<file path="src/rtl/svc_uart_rx.sv">
// 8N1 UART receiver: 2-flop synchronized input, mid-bit sampling, one-deep
// holding register with valid/ready handshake, frame-error and overrun pulses.
module svc_uart_rx #(
  parameter int CLOCK_FREQ = 100_000_000,
  parameter int BAUD_RATE  = 115_200
) (
  input  logic       clk,
  input  logic       rst_n,
  input  logic       urx_in,
  output logic       urx_valid,
  output logic [7:0] urx_data,
  input  logic       urx_ready,
  output logic       urx_frame_err,
  output logic       urx_overrun,
  output logic       urx_busy
);

  localparam int CLKS_PER_BIT = CLOCK_FREQ / BAUD_RATE;
  localparam int CNT_W        = $clog2(CLKS_PER_BIT);

  generate
    if (CLKS_PER_BIT < 4) begin : g_bad_baud
      $error("svc_uart_rx: CLOCK_FREQ/BAUD_RATE must be at least 4");
    end
  endgenerate

  localparam logic [CNT_W-1:0] CNT_HALF = CNT_W'(CLKS_PER_BIT / 2 - 1);
  localparam logic [CNT_W-1:0] CNT_FULL = CNT_W'(CLKS_PER_BIT - 1);

  // state     | meaning
  // IDLE      | waiting for falling edge on rx_s
  // START     | counting to start-bit middle, rejecting glitches
  // DATA      | sampling 8 data bits, LSB first
  // STOP      | counting to stop-bit middle, then deliver or flag error
  // WAIT_HIGH | after a framing error, waiting for line to return high
  localparam logic [2:0] IDLE      = 3'd0;
  localparam logic [2:0] START     = 3'd1;
  localparam logic [2:0] DATA      = 3'd2;
  localparam logic [2:0] STOP      = 3'd3;
  localparam logic [2:0] WAIT_HIGH = 3'd4;

  logic             sync1_q, rx_s_q, rx_prev_q;
  logic [2:0]       state_q, state_d;
  logic [CNT_W-1:0] cnt_q, cnt_d;
  logic [2:0]       idx_q, idx_d;
  logic [7:0]       shift_q, shift_d;
  logic [7:0]       data_q, data_d;
  logic             valid_q, valid_d;
  logic             ferr_q, ferr_d;
  logic             ovr_q, ovr_d;
  logic             deliver;
  logic             cnt_zero;

  assign cnt_zero = (cnt_q == '0);

  always_comb begin
    state_d = state_q;
    cnt_d   = cnt_q;
    idx_d   = idx_q;
    shift_d = shift_q;
    deliver = 1'b0;
    ferr_d  = 1'b0;
    case (state_q)
      IDLE: begin
        if (rx_prev_q && !rx_s_q) begin
          cnt_d   = CNT_HALF;
          state_d = START;
        end
      end
      START: begin
        if (!cnt_zero) begin
          cnt_d = cnt_q - 1'b1;
        end else if (rx_s_q) begin
          state_d = IDLE;
        end else begin
          cnt_d   = CNT_FULL;
          idx_d   = 3'd0;
          state_d = DATA;
        end
      end
      DATA: begin
        if (!cnt_zero) begin
          cnt_d = cnt_q - 1'b1;
        end else begin
          shift_d[idx_q] = rx_s_q;
          cnt_d          = CNT_FULL;
          if (idx_q == 3'd7) state_d = STOP;
          else               idx_d   = idx_q + 3'd1;
        end
      end
      STOP: begin
        if (!cnt_zero) begin
          cnt_d = cnt_q - 1'b1;
        end else begin
          // leaving mid-stop-bit lets the next start edge follow with no idle gap
          deliver = rx_s_q;
          ferr_d  = !rx_s_q;
          state_d = rx_s_q ? IDLE : WAIT_HIGH;
        end
      end
      WAIT_HIGH: begin
        if (rx_s_q) state_d = IDLE;
      end
      default: state_d = IDLE;
    endcase
  end

  always_comb begin
    data_d  = data_q;
    valid_d = valid_q;
    ovr_d   = 1'b0;
    if (deliver) begin
      if (!valid_q || urx_ready) begin
        data_d  = shift_q;
        valid_d = 1'b1;
      end else begin
        ovr_d = 1'b1;
      end
    end else if (valid_q && urx_ready) begin
      valid_d = 1'b0;
    end
  end

  always_ff @(posedge clk or negedge rst_n) begin
    if (!rst_n) begin
      sync1_q   <= 1'b1;
      rx_s_q    <= 1'b1;
      rx_prev_q <= 1'b1;
      state_q   <= IDLE;
      cnt_q     <= '0;
      idx_q     <= 3'd0;
      shift_q   <= 8'h00;
      data_q    <= 8'h00;
      valid_q   <= 1'b0;
      ferr_q    <= 1'b0;
      ovr_q     <= 1'b0;
    end else begin
      sync1_q   <= urx_in;
      rx_s_q    <= sync1_q;
      rx_prev_q <= rx_s_q;
      state_q   <= state_d;
      cnt_q     <= cnt_d;
      idx_q     <= idx_d;
      shift_q   <= shift_d;
      data_q    <= data_d;
      valid_q   <= valid_d;
      ferr_q    <= ferr_d;
      ovr_q     <= ovr_d;
    end
  end

  assign urx_valid     = valid_q;
  assign urx_data      = data_q;
  assign urx_frame_err = ferr_q;
  assign urx_overrun   = ovr_q;
  assign urx_busy      = (state_q != IDLE);

endmodule

</file>
<file path="config.mk">
export PLATFORM = sky130hd
export DESIGN_NAME = svc_uart_rx
export DESIGN_NICKNAME = d
export VERILOG_FILES = /design/src/rtl/svc_uart_rx.sv
export SDC_FILE = /design/constraint.sdc
export NUM_CORES = 1
export LEC_CHECK = 0
export BUFFER_PORTS_ARGS = -buffer_cell sky130_fd_sc_hd__clkbuf_2
export CAP_MARGIN = 20
export CORE_ASPECT_RATIO = 1.4
export CORE_MARGIN = 3
export CORE_UTILIZATION = 50
export CTS_BUF_LIST = sky130_fd_sc_hd__clkbuf_4
export DETAILED_ROUTE_END_ITERATION = 10
export GPL_ROUTABILITY_DRIVEN = 0
export PLACE_DENSITY = 0.79
export SLEW_MARGIN = 30
export SYNTH_ARGS = -nofsm -noshare
export SYNTH_HDL_FRONTEND = slang
export SYNTH_SLANG_ARGS = --single-unit
</file>
<file path="constraint.sdc">
create_clock -name clk -period 2.3 [get_ports clk]
set_clock_uncertainty 0.15 [all_clocks]
set_input_delay 0.46 -clock clk [delete_from_list [all_inputs] [get_ports clk]]
set_output_delay 0.46 -clock clk [all_outputs]
set_load 0.005 [all_outputs]
</file>
==> results by group, run 1 <==
Run status
  • Outcome: complete, but fails checks
  • Violations in the final reports: setup timing

CTS
  • Clock slew at reported path FFs: between 100 and 150 ps
  • CTS max path bufs: 2
  • Clk_lat worst skew: roughly 350 ps
  • CTS Root Cell: clkbuf_4
  • CTS sink cnt: 38
  • Inserted Clock Buffers: 5
  • CTS tree: done
  • H-tree depth: 2

Global routing
  • Pin count of the biggest net entering global routing: 24
  • GR Layer Usage met1: 23.09%
  • Vias in the first global route: about 1,700
  • Busiest layer in global routing: met2
  • GRT Overall Usage: a little under a quarter
  • Global Route met2 Usage: between 40% and 50%
  • First-pass GRT wire length: a little under 8000 um
  • Initial antenna violation count: 0
  • Met3 usage: between 5 and 6%
  • Grt ovf: 0

Power
  • Worst VDD drop: 0.7143 mV
  • Power density cells: about 700 nW/um^2
  • Leak Pwr: 1.146 nW

Placed design
  • Dpl ws: -136.8 ps
  • IO Port Bufs: 15
  • DP Cell Count: between 200 and 250
  • Post-DP HPWL: 3137 um

Worst setup path
  • Worst Setup SP: cnt_q[1]
  • Setup crit start kind: flop
  • CP dominant cell by count: buf_4
  • Worst path slowest cell: or4b_4
  • Critical path endpoint category: flop
  • Worst r2r src: cnt_q[1]
  • Data arrival, critical path: 2590 ps
  • Worst-path cell chain: inv_2 > buf_4 > buf_4 > buf_4 > buf_4 > ha_1 > or4b_4 > nor4_4 > nand2_1 > nor3_1 > a21oi_1
  • Crit path buf inv count: 5
  • Critical path peak fanout: 3
  • WP data required: ~2400 ps
  • Delay-heaviest family, CP: simple AND/OR/NAND/NOR gates
  • Crit Path Category: flop to flop
  • CP peak stage delay: about 530 ps

STA
  • Worst Tran Pin Value: about 610 ps
  • Tmin final: 2507 ps
  • Fmax: about 400 MHz
  • PnR worst setup slack: -207.4 ps
  • Final Setup Violations: 19
  • Slew Limit Fails: 0
  • Final period util: 109.0%
  • RSZ-0062 raised after global routing: yes
  • Max_slew headroom: between 50% and 60%
  • Hold Vio Cnt, Final: 0
  • Worst hold slack: between 40 and 50 ps

Synthesis
  • Syn nets: roughly 190
  • Mean post-synth cell area: about 10 sq um
  • Synthesis-stage register bit count: 38
  • Unique cell type count in the Yosys netlist: 42
  • Asr flop ratio synth: 100.0%
  • Post-synthesis cell area: about 1900 sq um
  • Yosys warning count: 0
  • Syn Inst Count: about 180
  • Sequential element share of the synthesized area: about half
  • Post-synth top flop: dfrtp_1
  • Post-synth EDFFs: 0

Layout
  • Layout cells sized above 1: about 47%
  • Nets@finish: roughly 230
  • Non-filler instance count after layout: 265
  • Number of diodes: 0
  • Fill cell count: roughly 250
  • Area delta synth->final: 30.89%

Floorplanning
  • I/O pins: 16
  • Die Height: slightly below 80 um
  • Die Width: a little under 60 um
  • Initial Utilization: a little over half
  • Full die area: between 4000 and 5000 sq um
  • Std cell rows: 25
  • CORE AREA: 3503 sq um

Min path
  • Hold Crit Class: primary input to flop
  • Hold_sp: urx_in

Drt
  • DRT Wirelength: ~5300 um
  • Wirelength per Cell: roughly 20 um
  • DR iter-0 viols: 79
  • DRC: 0
  • Vias: 1,700
  • Routed Antenna Nets: 0
  • Vias per Instance: approximately 6.4
  • Drt pass-1 iters: 6

Run
  • Max_cap viols: 0
## power breakdown
group	internal, mW	switching, mW
logic	0.266	0.293
clock network	0.127	0.209
registers	0.749	0.0865
## flip-flops by register name, indices dropped and copies added (netlist names)
| name | flops |
|---|---|
| rx_s_q | 1 |
| sync1_q | 1 |
| idx_q | 3 |
| urx_valid | 1 |
| cnt_q | 10 |
| rx_prev_q | 1 |
| urx_data | 8 |
| urx_frame_err | 1 |
| state_q | 3 |
| urx_overrun | 1 |
| shift_q | 8 |
## layer usage
layer	routed length [um]	part of all wire [%]
met3	269	5.1
met5	0	0
met4	305	5.8
met1	1850	35
met2	2853	54
## layout make-up
class                   instances  area (sq um)  share of cell area [%]
clock inverters                 2         8.758                  0.3568
flip-flops and latches         38         954.7                   38.89
inverters                       5         18.77                  0.7645
clock buffers                   6         45.04                   1.835
well taps                      40         50.05                   2.039
multi-input cells             126          1021                   41.59
repair buffers                 48         356.6                   14.53
## synth_stat cells, drive strengths merged, types with 5 or more instances
cell | count | area share, %
a21oi | 6 | 1.6
buf | 5 | 1.6
clkbuf | 5 | 1.0
dfrtp | 35 | 47
inv | 5 | 1.0
mux2 | 16 | 9.6
nand2 | 13 | 2.6
nor2 | 18 | 3.6
nor3 | 10 | 3.3
o21ai | 13 | 3.9
or3 | 5 | 1.9
## final timing paths
check,end,slack [ps],depth (start not counted)
setup / recovery,cnt_q[8],-210,11
hold / removal,sync1_q,50,1
setup reg to reg,cnt_q[8],-210,11
hold reg to reg,rx_s_q,210,0
max in group asynchronous,rx_prev_q,890,3
min in group asynchronous,cnt_q[3],470,2
## repair_timing
| action | CTS | global route |
|---|---|---|
| endpoints found under the hold margin | 19 | 0 |
| pin swaps | 6 | 8 |
| setup endpoints to repair | 27 | 30 |
| buffers inserted | 4 | 4 |
| hold buffers | 1 | 0 |
| resized for setup | 20 | 26 |
## cells by family (layout without fill, tap and decap cells)
group | count (synthesis) | after routing | share of synthesized area [%]
simple gates | 72 | 72 | 20.81
flops | 38 | 38 | 50.90
fa+ha+maj | 4 | 4 | 2.669
xor+xnor | 1 | 1 | 0.4671
mux | 18 | 18 | 10.67
buf+inv | 15 | 61 | 3.602
compound gates | 31 | 31 | 10.88
## cells in the final DEF (no fill, tap or decap), types with 4 or more instances in the layout
cell type,count
a21oi_1,5
buf_4,26
buf_6,5
clkbuf_2,15
clkbuf_4,6
dfrtp_1,35
mux2_2,12
mux2_4,4
nand2_1,10
nand3b_1,4
nor2_1,16
nor3_1,7
o21ai_1,5
## stage by stage
stage | setup TNS [ps] | cell area [sq um] | total power [mW] | util (%)
floorplan | -5.454 | 1886 | 1.027 | -
global placement | 0 | 2136 | 1.198 | 60.96
detailed placement | -1412 | 2136 | 1.225 | 60.96
CTS | -374.7 | 2316 | 1.613 | 66.11
global route | -2879 | 2455 | 1.812 | 70.07
finish | -1550 | 2455 | 1.730 | 70.07
(Power assumes the default switching activity.)
==> inputs of run 2 (changes only) <==
--- a/config.mk
+++ b/config.mk
@@ -14,6 +14,7 @@
 export DETAILED_ROUTE_END_ITERATION = 10
 export GPL_ROUTABILITY_DRIVEN = 0
 export PLACE_DENSITY = 0.79
+export SKIP_CTS_REPAIR_TIMING = 1
 export SLEW_MARGIN = 30
 export SYNTH_ARGS = -nofsm -noshare
 export SYNTH_HDL_FRONTEND = slang
==> run 2 against run 1 <==
- final cell count down 1.5%
- sequential power down 0.5%
- flip-flop and latch count unchanged
- core utilization down 2.3 points
- highest routed layer unchanged
- fmax up 4.2%
- largest cell class unchanged
- combinational power down 14%
- critical path depth down 4
- the flow still finishes with violations (setup timing)
==> results by group, run 2 (synthesized netlist as in run 1, its figures left out) <==
Global routing
  • First-pass GRT wire length: 7286 um (was 7824 um)
  • Vias in the first global route: 1,631 (was 1,721)
  • Pin count of the biggest net entering global routing: 24 (unchanged)
  • GRT Overall Usage: 21.03% (was 22.99%)
  • Grt ovf: 0 (unchanged)
  • Initial antenna violation count: 0 (unchanged)

STA
  • Final period util: 104.6% (was 109.0%)
  • Max_slew headroom: 57.63% (was 58.93%)
  • Slew Limit Fails: 0 (unchanged)
  • RSZ-0062 raised after global routing: yes (unchanged)
  • PnR worst setup slack: -106.1 ps (was -207.4 ps)
  • Final Setup Violations: 18 (was 19)
  • Hold Vio Cnt, Final: 0 (unchanged)
  • Fmax: 415.6 MHz (was 398.8 MHz)
  • Tmin final: 2406 ps (was 2507 ps)
  • Worst Tran Pin Value: 631.3 ps (was 611.9 ps)

CTS
  • Clk_lat worst skew: 340 ps (was 350 ps)
  • CTS Root Cell: clkbuf_4 (unchanged)
  • CTS tree: done (unchanged)
  • CTS sink cnt: 38 (unchanged)
  • H-tree depth: 2 (unchanged)
  • CTS max path bufs: 2 (unchanged)
  • Inserted Clock Buffers: 5 (unchanged)
  • Clock slew at reported path FFs: 110 ps (about the same)

Worst setup path
  • Delay-heaviest family, CP: simple AND/OR/NAND/NOR gates (unchanged)
  • Critical path peak fanout: 4 (was 3)
  • Crit path buf inv count: 1 (was 5)
  • Worst-path cell chain: inv_2 > ha_4 > or4b_4 > nor3_4 > nand3b_1 > nor3b_2 > mux2_4 (was inv_2 > buf_4 > buf_4 > buf_4 > buf_4 > ha_1 > or4b_4 > nor4_4 > nand2_1 > nor3_1 > a21oi_1)
  • CP peak stage delay: 500 ps (was 530 ps)
  • Data arrival, critical path: 2490 ps (was 2590 ps)
  • Crit Path Category: flop to flop (unchanged)
  • Critical path endpoint category: flop (unchanged)
  • FF-to-FF path depth: 7 (was 11)
  • Instance count on the critical path: 7 (was 11)
  • WP data required: 2390 ps (was 2380 ps)
  • Setup crit start kind: flop (unchanged)
  • Worst path slowest cell: or4b_4 (unchanged)

Drt
  • Drt pass-1 iters: 4 (was 6)
  • Routed Antenna Nets: 0 (unchanged)
  • DR iter-0 viols: 65 (was 79)
  • Wirelength per Cell: 18.31 um (was 19.92 um)
  • DRT Wirelength: 4780 um (was 5278 um)
  • Vias: 1,611 (was 1,700)
  • Vias per Instance: 6.172 (was 6.415)
  • DRC: 0 (unchanged)

Run status
  • Outcome: complete, but fails checks (unchanged)
  • Violations in the final reports: setup timing (unchanged)

Layout
  • Most frequent cells in the layout: 35 x dfrtp_1, 24 x buf_4, 15 x nor2_1, 15 x clkbuf_2, 13 x mux2_2 (was 35 x dfrtp_1, 26 x buf_4, 16 x nor2_1)
  • Fill cell count: 261 (was 252)
  • Register area: 954.7 sq um (unchanged)
  • Number of diodes: 0 (unchanged)
  • Biggest register: cnt_q (unchanged)
  • Nets@finish: 228 (was 232)
  • Final instance area: 2375 sq um (was 2455 sq um)
  • Layout cells sized above 1: 42.99% (was 46.67%)
  • Commonest non-fill, non-tap cell in the layout: dfrtp_1 (unchanged)
  • Final Util: 67.79% (was 70.07%)
  • Largest register FFs: 10 (unchanged)
  • Area of the multi-input gates: 987.2 sq um (was 1021 sq um)
  • Area delta synth->final: 26.62% (was 30.89%)

Floorplanning
  • Full die area: 4532 sq um (unchanged)
  • CORE AREA: 3503 sq um (unchanged)
  • Die Height: 78.47 um (unchanged)
  • Std cell rows: 25 (unchanged)
  • I/O pins: 16 (unchanged)
  • Die Width: 57.76 um (unchanged)
  • Initial Utilization: 53.54% (unchanged)

Placed design
  • Post-DP HPWL: 3137 um (unchanged)
  • IO Port Bufs: 15 (unchanged)
  • Dpl cell area: 2136 sq um (unchanged)

Run
  • Max_cap viols: 0 (unchanged)

Min path
  • Hold path cells: 1 (unchanged)
  • Hold Crit Class: primary input to flop (unchanged)

Power
  • Power density cells: 694.3 nW/um^2 (was 704.9 nW/um^2)
  • Leak Pwr: 1.107 nW (was 1.146 nW)
  • Worst VDD drop: 0.6839 mV (was 0.7143 mV)
  • Total power: 1.649 mW (was 1.730 mW)
## run 2: changes by cell type in the layout (fill, tap and decap cells not counted), sizes merged
| cell | change |
|---|---|
| buf | -4 |
## run 2: per-layer routing
metal	global-route usage [%]	vias up	routed length [um]
met3	5.757	21	222
met4	12.53	0	193
met1	22.17	808	1761
li1	-	717	-
met5	0	-	0
met2	36.31	65	2601
## run 2: per-stage QoR
step	hold slack [ps]	setup slack, ps	cells	TNS [ps]
3_3_place_gp	196.3	16.36	248	0
4_1_cts	-55.83	-178.6	256	-2224
2_1_floorplan	14.41	-5.454	179	-5.454
6_report	54.38	-106.1	261	-962.7
5_1_grt	25.70	-201.3	261	-2631
3_5_place_dp	197.6	-136.8	248	-1412
## run 2: worst reg2reg max path: cells and delay by family (launching register included)
family                   cells  cell delay (ps)
adder cells (fa/ha/maj)      1              120
buffers and inverters        1              100
AND/OR/NAND/NOR              4             1190
flip-flops                   1              430
multiplexers                 1              330
## run 2: final cells by class
type / instances / area share, %
inverters: 5 / 0.7903
clock buffers: 6 / 1.897
multi-input cells: 126 / 41.57
repair buffers: 44 / 13.07
flip-flops and latches: 38 / 40.20
well taps: 40 / 2.107
clock inverters: 2 / 0.3688
## run 2: path summary, 6_finish.rpt
kind,slack (ps),start,end
hold / removal,50,urx_in,sync1_q
hold reg to reg,210,sync1_q,rx_s_q
max in group asynchronous,870,rst_n,rx_prev_q
setup reg to reg,-110,cnt_q[1],shift_q[4]
min in group asynchronous,480,rst_n,cnt_q[9]
setup / recovery,-110,cnt_q[1],shift_q[4]
## run 2: where the power goes
part | switching (mW) | total [mW] | internal, mW | leakage [nW]
clock | 0.210 | 0.336 | 0.127 | 0.0331
sequential | 0.0824 | 0.832 | 0.749 | 0.491
combinational | 0.252 | 0.481 | 0.230 | 0.582
